## src/rtl/trigger_pkg.sv

```systemverilog
// Shared types and constants for the spectrometer trigger sequencer.
package trigger_pkg;

  typedef enum logic [2:0] {
    IDLE = 3'd0,
    ARM  = 3'd1,
    HIGH = 3'd2,
    LOW  = 3'd3,
    DONE = 3'd4
  } state_t;

  localparam logic [1:0] RATE_10HZ  = 2'b00;
  localparam logic [1:0] RATE_100HZ = 2'b01;
  localparam logic [1:0] RATE_1KHZ  = 2'b10;
  localparam logic [1:0] RATE_10KHZ = 2'b11;

  localparam int LED_RATE_LSB = 0;
  localparam int LED_ACTIVE   = 2;
  localparam int LED_TRIG     = 3;
  localparam int LED_CNT_LSB  = 4;

  function automatic int max_int(input int a, input int b);
    return (a > b) ? a : b;
  endfunction

endpackage

```

## src/rtl/rate_period_lut.sv

```systemverilog
// Maps the latched 2-bit rate code to a pulse period in sys_clk cycles.
module rate_period_lut
  import trigger_pkg::*;
#(
  parameter int PERIOD_0 = 2700000,
  parameter int PERIOD_1 = 270000,
  parameter int PERIOD_2 = 27000,
  parameter int PERIOD_3 = 2700,
  parameter int CW       = 22
) (
  input  logic [1:0]    rate,
  output logic [CW-1:0] period
);

  always_comb begin
    period = CW'(PERIOD_0);
    case (rate)
      RATE_10HZ:  period = CW'(PERIOD_0);
      RATE_100HZ: period = CW'(PERIOD_1);
      RATE_1KHZ:  period = CW'(PERIOD_2);
      RATE_10KHZ: period = CW'(PERIOD_3);
      default:    period = CW'(PERIOD_0);
    endcase
  end

endmodule

```

## src/rtl/trigger_sequencer.sv

```systemverilog
// Strobe-started burst of fixed-width trigger pulses at a selectable period, plus status LEDs.
// Define TRIG_CONTINUOUS_EN for endless pulsing (no DONE, no burst_done) until restart or reset.
module trigger_sequencer
  import trigger_pkg::*;
#(
  parameter int CLOCK_FREQ      = 27000000,
  parameter int PERIOD_0        = 2700000,
  parameter int PERIOD_1        = 270000,
  parameter int PERIOD_2        = 27000,
  parameter int PERIOD_3        = 2700,
  parameter int PULSE_WIDTH_CYC = 270,
  parameter int ARM_CYC         = 27,
  parameter int BURST_LEN       = 8
) (
  input  logic       sys_clk,
  input  logic       sys_rst_n,
  input  logic       new_pattern_in,
  input  logic [1:0] pulse_rate,
  output logic       trig_out,
  output logic       trig_active,
  output logic       burst_done,
  output logic [7:0] pulse_count,
  output logic [5:0] led
);

  localparam int MAX_PERIOD = max_int(max_int(PERIOD_0, PERIOD_1), max_int(PERIOD_2, PERIOD_3));
  // Holdoff shares the cycle counter, so the width also covers ARM_CYC.
  localparam int CW = $clog2(max_int(MAX_PERIOD, ARM_CYC) + 1);

  if (PULSE_WIDTH_CYC == 0 || PERIOD_0 <= PULSE_WIDTH_CYC || PERIOD_1 <= PULSE_WIDTH_CYC ||
      PERIOD_2 <= PULSE_WIDTH_CYC || PERIOD_3 <= PULSE_WIDTH_CYC) begin : g_bad_period
    $error("trigger_sequencer: every PERIOD_x must exceed PULSE_WIDTH_CYC, which must be nonzero");
  end
  if (ARM_CYC < 1) begin : g_bad_arm
    $error("trigger_sequencer: ARM_CYC must be at least 1");
  end
  if (BURST_LEN < 1 || BURST_LEN > 255) begin : g_bad_burst
    $error("trigger_sequencer: BURST_LEN must be within 1..255");
  end
  if (CLOCK_FREQ <= 0) begin : g_bad_clk
    $error("trigger_sequencer: CLOCK_FREQ must be positive");
  end

  state_t        state, next_state;
  logic [1:0]    rate_q;
  logic [CW-1:0] cnt, cnt_nxt;
  logic [CW-1:0] period;
  logic [CW-1:0] low_last;
  logic          last_pulse;

  rate_period_lut #(
    .PERIOD_0(PERIOD_0),
    .PERIOD_1(PERIOD_1),
    .PERIOD_2(PERIOD_2),
    .PERIOD_3(PERIOD_3),
    .CW      (CW)
  ) u_lut (
    .rate  (rate_q),
    .period(period)
  );

  assign low_last = period - CW'(PULSE_WIDTH_CYC + 1);

`ifdef TRIG_CONTINUOUS_EN
  assign last_pulse = 1'b0;
`else
  assign last_pulse = (pulse_count == 8'(BURST_LEN));
`endif

  always_comb begin
    next_state = state;
    cnt_nxt    = cnt + CW'(1);
    case (state)
      IDLE: cnt_nxt = '0;
      ARM: begin
        if (cnt == CW'(ARM_CYC - 1)) begin
          next_state = HIGH;
          cnt_nxt    = '0;
        end
      end
      HIGH: begin
        if (cnt == CW'(PULSE_WIDTH_CYC - 1)) begin
          next_state = LOW;
          cnt_nxt    = '0;
        end
      end
      LOW: begin
        // The final LOW interval runs in full so DONE lands one period after the last rise.
        if (cnt == low_last) begin
          next_state = last_pulse ? DONE : HIGH;
          cnt_nxt    = '0;
        end
      end
      DONE: begin
        next_state = IDLE;
        cnt_nxt    = '0;
      end
      default: begin
        next_state = IDLE;
        cnt_nxt    = '0;
      end
    endcase
    if (new_pattern_in) begin
      next_state = ARM;
      cnt_nxt    = '0;
    end
  end

  // Outputs are registered from next_state so they line up with the state they describe.
  always_ff @(posedge sys_clk or negedge sys_rst_n) begin
    if (!sys_rst_n) begin
      state       <= IDLE;
      cnt         <= '0;
      rate_q      <= RATE_10HZ;
      trig_out    <= 1'b0;
      trig_active <= 1'b0;
      burst_done  <= 1'b0;
      pulse_count <= 8'd0;
    end else begin
      state       <= next_state;
      cnt         <= cnt_nxt;
      trig_out    <= (next_state == HIGH);
      trig_active <= (next_state == ARM) || (next_state == HIGH) || (next_state == LOW);
      burst_done  <= (next_state == DONE);
      if (new_pattern_in) begin
        rate_q      <= pulse_rate;
        pulse_count <= 8'd0;
      end else if (next_state == HIGH && state != HIGH) begin
        pulse_count <= pulse_count + 8'd1;
      end
    end
  end

  always_ff @(posedge sys_clk or negedge sys_rst_n) begin
    if (!sys_rst_n) begin
      led <= 6'b111111;
    end else begin
      led[LED_RATE_LSB +: 2] <= ~rate_q;
      led[LED_ACTIVE]        <= ~trig_active;
      led[LED_TRIG]          <= ~trig_out;
      led[LED_CNT_LSB +: 2]  <= ~pulse_count[1:0];
    end
  end

endmodule

```

## config.mk

```make
export PLATFORM = sky130hd
export DESIGN_NAME = trigger_sequencer
export DESIGN_NICKNAME = d
export VERILOG_FILES = /design/src/rtl/trigger_pkg.sv /design/src/rtl/rate_period_lut.sv /design/src/rtl/trigger_sequencer.sv
export SDC_FILE = /design/constraint.sdc
export NUM_CORES = 1
export LEC_CHECK = 0
export CAP_MARGIN = 15
export CORE_MARGIN = 3
export CORE_UTILIZATION = 42
export DETAILED_ROUTE_END_ITERATION = 10
export MAX_ROUTING_LAYER = met4
export SYNTH_ARGS = -nofsm -noshare
export SYNTH_HDL_FRONTEND = slang
export SYNTH_SLANG_ARGS = --single-unit
```

## constraint.sdc

```tcl
create_clock -name sys_clk -period 2.9 [get_ports sys_clk]
set_clock_uncertainty 0.05 [all_clocks]
set_input_delay 0.58 -clock sys_clk [delete_from_list [all_inputs] [get_ports sys_clk]]
set_output_delay 0.58 -clock sys_clk [all_outputs]
set_load 0.1 [all_outputs]
```

==> results.ini, run 1 <==
[flow_run]
drv_cap = 0

[placement]
gp_congestion = 0.887
hpwl_mm = 4.19
place_inst = 362
portBuffers = 21
place_ws_ns = 0.0254

[synth]
synth.area.top_cells = dfrtp_1, ha_1, dfstp_2
synth_xor_area_frac = 0.110
synth_top_family_by_area = simple AND/OR/NAND/NOR gates
synth-compound-area-share = 0.0997
postSynthAreaPerCell_um2 = 9.80
synth_cell_types = 52
synthCells = 260
ys_top_cells_by_count = dfrtp_1, nor2_1, xor2_1
synthFlopType = dfrtp_1
yosysMostFrequentCell = dfrtp_1
synthMuxAreaShare = 0.00835
yosys.area_share.simple = 0.248
synth_fa_ha_area_frac = 0.0639
synth_area_leader_cell = dfrtp_1
synth-seq-area-share = 0.435
async_flop_share = 1.00
synth_warnings = 0
ys_ff_latch = 44
synth-edff-count = 0
synth_top_area_frac = 0.373
synth_area_um2 = 2550
synth_fp_nets = 278

[route]
drt-vias-per-instance = 5.37
ant_nets = 0
drt_iter0_markers = 148
wl_per_cell_um = 15.7
wl_mm = 5.83
first_pass_iters = 4
drc_errors = 0
vias = 1996

[clocking]
clkTransAtPathRegs_ns = 0.08
h-tree-depth = 2
cts.sinks = 44
clock_latency_ns = 0.29
cts-root-buf = clkbuf_8
cts_buffers = 5
cts_hold_buf = 0
cts_tree = done
max-clock-path-buffers = 2

[grt]
grt_pass1_vias = 1912
grt_max_degree = 32
grt_use_total = 0.174
grt_pass1_wl_mm = 9.54
antenna_found_initial = 0
grt-ovfl-total = 0

[timing]
fmax_mhz = 359
worst_pin_slew_ns = 0.801
finalCritPeriodShare = 0.961
period_minus_slack_ns = 2.79
finalMaxSlewViolations = 0
slew_headroom = 0.465
setup_viol = 0
setup_ws_ns = 0.112
hold_viol_final = 0

[layout]
seq_area_um2 = 1110
area_growth_pct = 22.0
final_cells = 372
layout.nets = 317
layout-drive-gt1-share = 0.263
antennaDiodeCount = 0
fillers = 530
multiInputGateArea_um2 = 1420

[power]
power_leakage_uw = 0.00135
p_per_area_nw_per_um2 = 400
vdd_ir_drop_max_mv = 0.251

[outcome]
status = complete, no violations

[worst_setup_path]
cp.required_ns = 3.07
cp_data_arrival_time_ns = 2.96
worst_path_max_delay_cell = or4_1
start_kind = register
criticalPathCategory = reg2reg
crit_path_max_fanout = 8
crit_chain = buf_6, ha_4, xnor2_2, o211ai_1, a2111o_1, a2111oi_4, o21ai_4, or4_1, a21oi_1
crit_family = compound AO/OA/AOI/OAI gates
r2r_slack_ns = 0.11
timing.rr.start = rate_q[0]
r2r_end = pulse_count[7]
crit_buf_inv = 1
cp-end-kind = register
critical_path.max_stage_delay_ns = 0.52
r2r_cells = 9

[floorplan]
rows = 27
die-area_um2 = 7040
core_um2 = 5680
dieWidth_um = 83.9
io-pin-count = 22
fp.dieH_um = 83.9
start_util = 0.449

[min_path]
holdCritPathClass = in2async

flip-flops by register name (all words and copies together), names as in the netlist:
| name | flops |
|---|---|
| cnt | 22 |
| pulse_count | 8 |
| led | 6 |
| state | 3 |
| rate_q | 2 |
| burst_done | 1 |
| trig_active | 1 |
| trig_out | 1 |
layer usage:
| metal | vias to the layer above | GRT usage | part of all wire |
|---|---|---|---|
| met2 | 38 | 0.253 | 0.45 |
| met4 | 0 | 0.0482 | 0.0065 |
| met5 | - | - | 0 |
| met1 | 963 | 0.246 | 0.50 |
| met3 | 2 | 0.0365 | 0.036 |
| li1 | 993 | - | - |
power breakdown:
| part | switching, uW | leakage, uW | total, uW | internal, uW |
|---|---|---|---|---|
| clock network | 209 | 0.0000552 | 465 | 256 |
| registers | 9.56 | 0.000573 | 633 | 624 |
| logic | 91.3 | 0.000719 | 146 | 54.7 |
| total | 310 | 0.00135 | 1240 | 934 |
cells in the final DEF, fill, tap and decap left out, types with 3 or more instances in the layout:
cell             Yosys  layout
dfrtp_1             38      35
buf_4                0      35
nor2_1              30      30
nand2_1             17      17
nand3_1             17      17
xor2_1              18      16
xnor2_1             14      13
inv_1               12      10
ha_1                13       9
and3_1               8       8
dfstp_2              6       6
nor3_1               5       5
clkbuf_8             0       5
nand4_1              4       4
or2_2                4       4
a21oi_1              6       4
nor2b_1              3       3
nand2b_1             3       3
o21ai_1              3       3
or4_1                4       3
a21oi_2              1       3
o31ai_1              3       3
clkdlybuf4s50_1      0       3
dfrtp_2              0       3
cell families (layout without fill, tap and decap cells):
logic type,after synthesis,in the layout
AOI/OAI and AO/OA,32,32
DFF,44,44
xor gates and xnor gates,32,32
muxes,2,2
and+or+nand+nor,116,116
adders and majority gates,13,13
buffers and inverters,21,61
final cells by class:
class | count | share of cell area
timing repair buffer | 41 | 0.106
tap | 72 | 0.0290
sequential | 44 | 0.358
clock inverter | 2 | 0.0113
inverter | 12 | 0.0145
clock buffer | 6 | 0.0234
multi-input combinational | 195 | 0.458
worst reg2reg max path, delay by kind of cell, from the launching register on:
family	cells	cell delay [ns]
flip-flops	1	0.40
AND/OR/NAND/NOR	1	0.52
AO/OA/AOI/OAI	5	1.25
adder cells (fa/ha/maj)	1	0.17
XOR/XNOR	1	0.18
buffers and inverters	1	0.14
stage by stage:
stage / TNS [ns] / total power [uW] / hold slack, ns / area (um2) / utilization
floorplan: 0 / 733 / 0.234 / 2550 / -
global placement: -0.0183 / 780 / 0.320 / 2910 / 0.512
detailed placement: 0 / 780 / 0.321 / 2910 / 0.512
CTS: 0 / 1240 / 0.127 / 3010 / 0.531
global route: -0.0518 / 1300 / 0.133 / 3110 / 0.547
finish: 0 / 1240 / 0.124 / 3110 / 0.547
what timing repair did:
item                                    in CTS  in global routing
buffers inserted                             0                  2
gates resized for setup                      1                 18
gates cloned                                 0                  0
endpoints found under the setup margin       1                  7
pin swaps                                    0                  5
how the worst max path moves through the flow:
stage                     slack (ns)             end      startpoint  cells past startpoint
final                           0.11  pulse_count[7]       rate_q[0]                      9
after CTS                       0.03  pulse_count[7]       rate_q[1]                      9
after global placement         -0.02  pulse_count[1]       rate_q[1]                     10
after global routing           -0.05  pulse_count[1]  pulse_count[0]                     10
after floorplan                 0.13  pulse_count[1]  pulse_count[3]                      8
after detailed placement        0.03  pulse_count[1]       rate_q[1]                     10
Note: power is estimated with default switching activity, not from simulation.
==> run 2: changes to the inputs <==
--- a/config.mk
+++ b/config.mk
@@ -7,9 +7,10 @@
 export LEC_CHECK = 0
 export CAP_MARGIN = 15
 export CORE_MARGIN = 3
-export CORE_UTILIZATION = 42
+export CORE_UTILIZATION = 52
 export DETAILED_ROUTE_END_ITERATION = 10
 export MAX_ROUTING_LAYER = met4
+export PLACE_DENSITY = 0.76
 export SYNTH_ARGS = -nofsm -noshare
 export SYNTH_HDL_FRONTEND = slang
 export SYNTH_SLANG_ARGS = --single-unit
==> run 2 against run 1 <==
Compared with the run above:
- global-route usage is 3.3 points higher
- hold slack better by 0.12 ns
- count of clock-buffer cells in the layout is 1 lower
- design area is 3.7% higher
- first-iteration DRC count is 25% lower
- clock power is 38% higher
- final cell count stayed put
- setup slack worse by 0.043 ns
- fmax is 1.5% lower
- highest routed layer unchanged
==> results.ini, run 2 (synthesis results as in run 1) <==
[layout]
layout-drive-gt1-share = 0.290  ; +0.0266
top_register = cnt
final_cell_mix = buf_4, dfrtp_1, nor2_1
layout_commonest_cell = buf_4
reg_top3 = cnt x22, pulse_count x8, led x6
area_growth_pct = 26.4
layout.nets = 324  ; +2.2%
antennaDiodeCount = 0  ; unchanged
largest_reg_flops = 22  ; unchanged

[worst_setup_path]
criticalPathCategory = reg2reg
critPathLaunch = rate_q[0]
r2r_slack_ns = 0.07  ; -0.04 ns
r2r_end = pulse_count[6]
critical_path.max_stage_delay_ns = 0.46  ; -0.06 ns
crit_family = compound AO/OA/AOI/OAI gates
timing.rr.start = rate_q[0]
r2r_cells = 10  ; +1
worst_path_max_delay_cell = a2111o_1
cp-end-kind = register
crit_buf_inv = 2  ; +1
crit_chain = buf_6, ha_4, xnor2_2, o211ai_1, a2111o_1, a2111oi_4, o21ai_2, buf_4, or4_4, a21oi_2
cp-endpoint = pulse_count[6]
crit_path_max_fanout = 4  ; -4
critical_path_depth = 10  ; +1
start_kind = register
cp_data_arrival_time_ns = 3.01  ; +0.05 ns
cp.required_ns = 3.08  ; about the same

[clocking]
cts_hold_buf = 0  ; unchanged
cts.sinks = 44  ; unchanged
h-tree-depth = 2  ; unchanged
cts_tree = done
clkTransAtPathRegs_ns = 0.08  ; about the same
clock_latency_ns = 0.30  ; about the same
max-clock-path-buffers = 2  ; unchanged
cts_buffers = 5  ; unchanged
cts-root-buf = clkbuf_8

[grt]
grt_use_total = 0.207  ; +0.0332
grt_pass1_wl_mm = 9.35  ; -2.0%
antenna_found_initial = 0  ; unchanged
grt_max_degree = 31  ; -3.1%
grt_pass1_vias = 1893  ; -0.99%
grt-ovfl-total = 0  ; unchanged

[floorplan]
die-area_um2 = 5770  ; -18%
start_util = 0.562  ; +0.113
core_um2 = 4530  ; -20%
fp.dieH_um = 76.0  ; -9.4%
dieWidth_um = 76.0  ; -9.4%
rows = 24  ; -11%
io-pin-count = 22  ; unchanged

[timing]
fin_tns_setup_ns = 0  ; unchanged
period_minus_slack_ns = 2.83  ; +0.0426 ns
grt_setup_unrepaired = true
hold_slack_ns = 0.242  ; +0.118 ns
hold_viol_final = 0  ; unchanged
finalMaxSlewViolations = 0  ; unchanged
worst_pin_slew_ns = 0.909  ; +0.108 ns
finalCritPeriodShare = 0.976  ; +0.0147
fmax_mhz = 353  ; -1.5%
setup_viol = 0  ; unchanged
slew_headroom = 0.393  ; -0.0721

[route]
first_pass_iters = 4  ; unchanged
wl_per_cell_um = 15.2  ; -2.7%
drt_iter0_markers = 111  ; -25%
wl_mm = 5.67  ; -2.7%
drt-vias-per-instance = 5.52  ; +2.8%
drc_errors = 0  ; unchanged
vias = 2052  ; +2.8%
ant_nets = 0  ; unchanged

[power]
power_leakage_uw = 0.00142  ; +5.4%
power.total_uw = 1430  ; +15%
vdd_ir_drop_max_mv = 0.279  ; +11%
p_per_area_nw_per_um2 = 445  ; +11%

[flow_run]
drv_cap = 0  ; unchanged

[placement]
gp_congestion = 0.863  ; -2.7%
portBuffers = 21  ; unchanged
hpwl_mm = 4.05  ; -3.4%

[outcome]
status = complete, no violations

[min_path]
holdCritPathClass = in2async

==> run 2: cell types whose count changed in the layout (fill, tap and decap cells not counted), moves of 2 or more <==
cell and delta:
or4_4 +2, bufinv_16 +2, ha_1 +2, or4_1 -2, buf_4 +5, ha_2 -2
==> run 2: worst min-delay path by stage <==
stage                     start         end  slack [ns]  cells past startpoint
floorplan             sys_rst_n  burst_done        0.23                      0
global placement    trig_active      led[2]        0.32                      1
detailed placement  trig_active      led[2]        0.33                      1
CTS                   sys_rst_n     cnt[14]        0.27                      1
global route          sys_rst_n     cnt[14]        0.29                      1
finish                sys_rst_n     cnt[14]        0.24                      1
==> run 2: cell type report <==
type | instances | area, um2
tap | 65 | 81.3
clock buffer | 5 | 68.8
timing repair buffer | 48 | 398
multi-input combinational | 195 | 1430
sequential | 44 | 1110
fill | 340 | 1310
clock inverter | 3 | 90.1
inverter | 12 | 45.0
==> run 2: worst reg2reg max path: cells and delay by family, from the launching register on <==
| kind | cells | cell delay, ns |
|---|---|---|
| compound gates | 5 | 1.26 |
| flops | 1 | 0.41 |
| simple gates | 1 | 0.42 |
| xor+xnor | 1 | 0.18 |
| buf+inv | 2 | 0.30 |
| fa+ha+maj | 1 | 0.17 |
==> run 2: report_power, final <==
group          internal (uW)  total, uW  switching [uW]
logic                   63.0        158            95.4
registers                624        632            8.49
clock network            431        641             211
==> run 2: metrics by stage <==
stage	instance area (um2)	std cells	setup slack (ns)	util
after floorplan	2550	260	0.128	-
after global placement	2930	359	0.0139	0.645
after detailed placement	2930	359	-0.111	0.645
after CTS	3110	367	0.0157	0.685
after global routing	3220	372	-0.0717	0.710
final	3220	372	0.0690	0.710
==> run 2: routing by layer <==
layer  GRT usage  vias up  part of all wire
met5           -        -                 0
met4      0.0598        0             0.012
met3      0.0414        7             0.052
met2       0.308       50              0.48
met1       0.290      990              0.46
li1            -     1005                 -
==> run 2: what timing repair did <==
| item | 4_1_cts | 5_1_grt |
|---|---|---|
| endpoints found under the setup margin | 3 | 6 |
| gates resized for setup | 7 | 13 |
| buffers inserted | 0 | 5 |
| pin swaps | 6 | 12 |
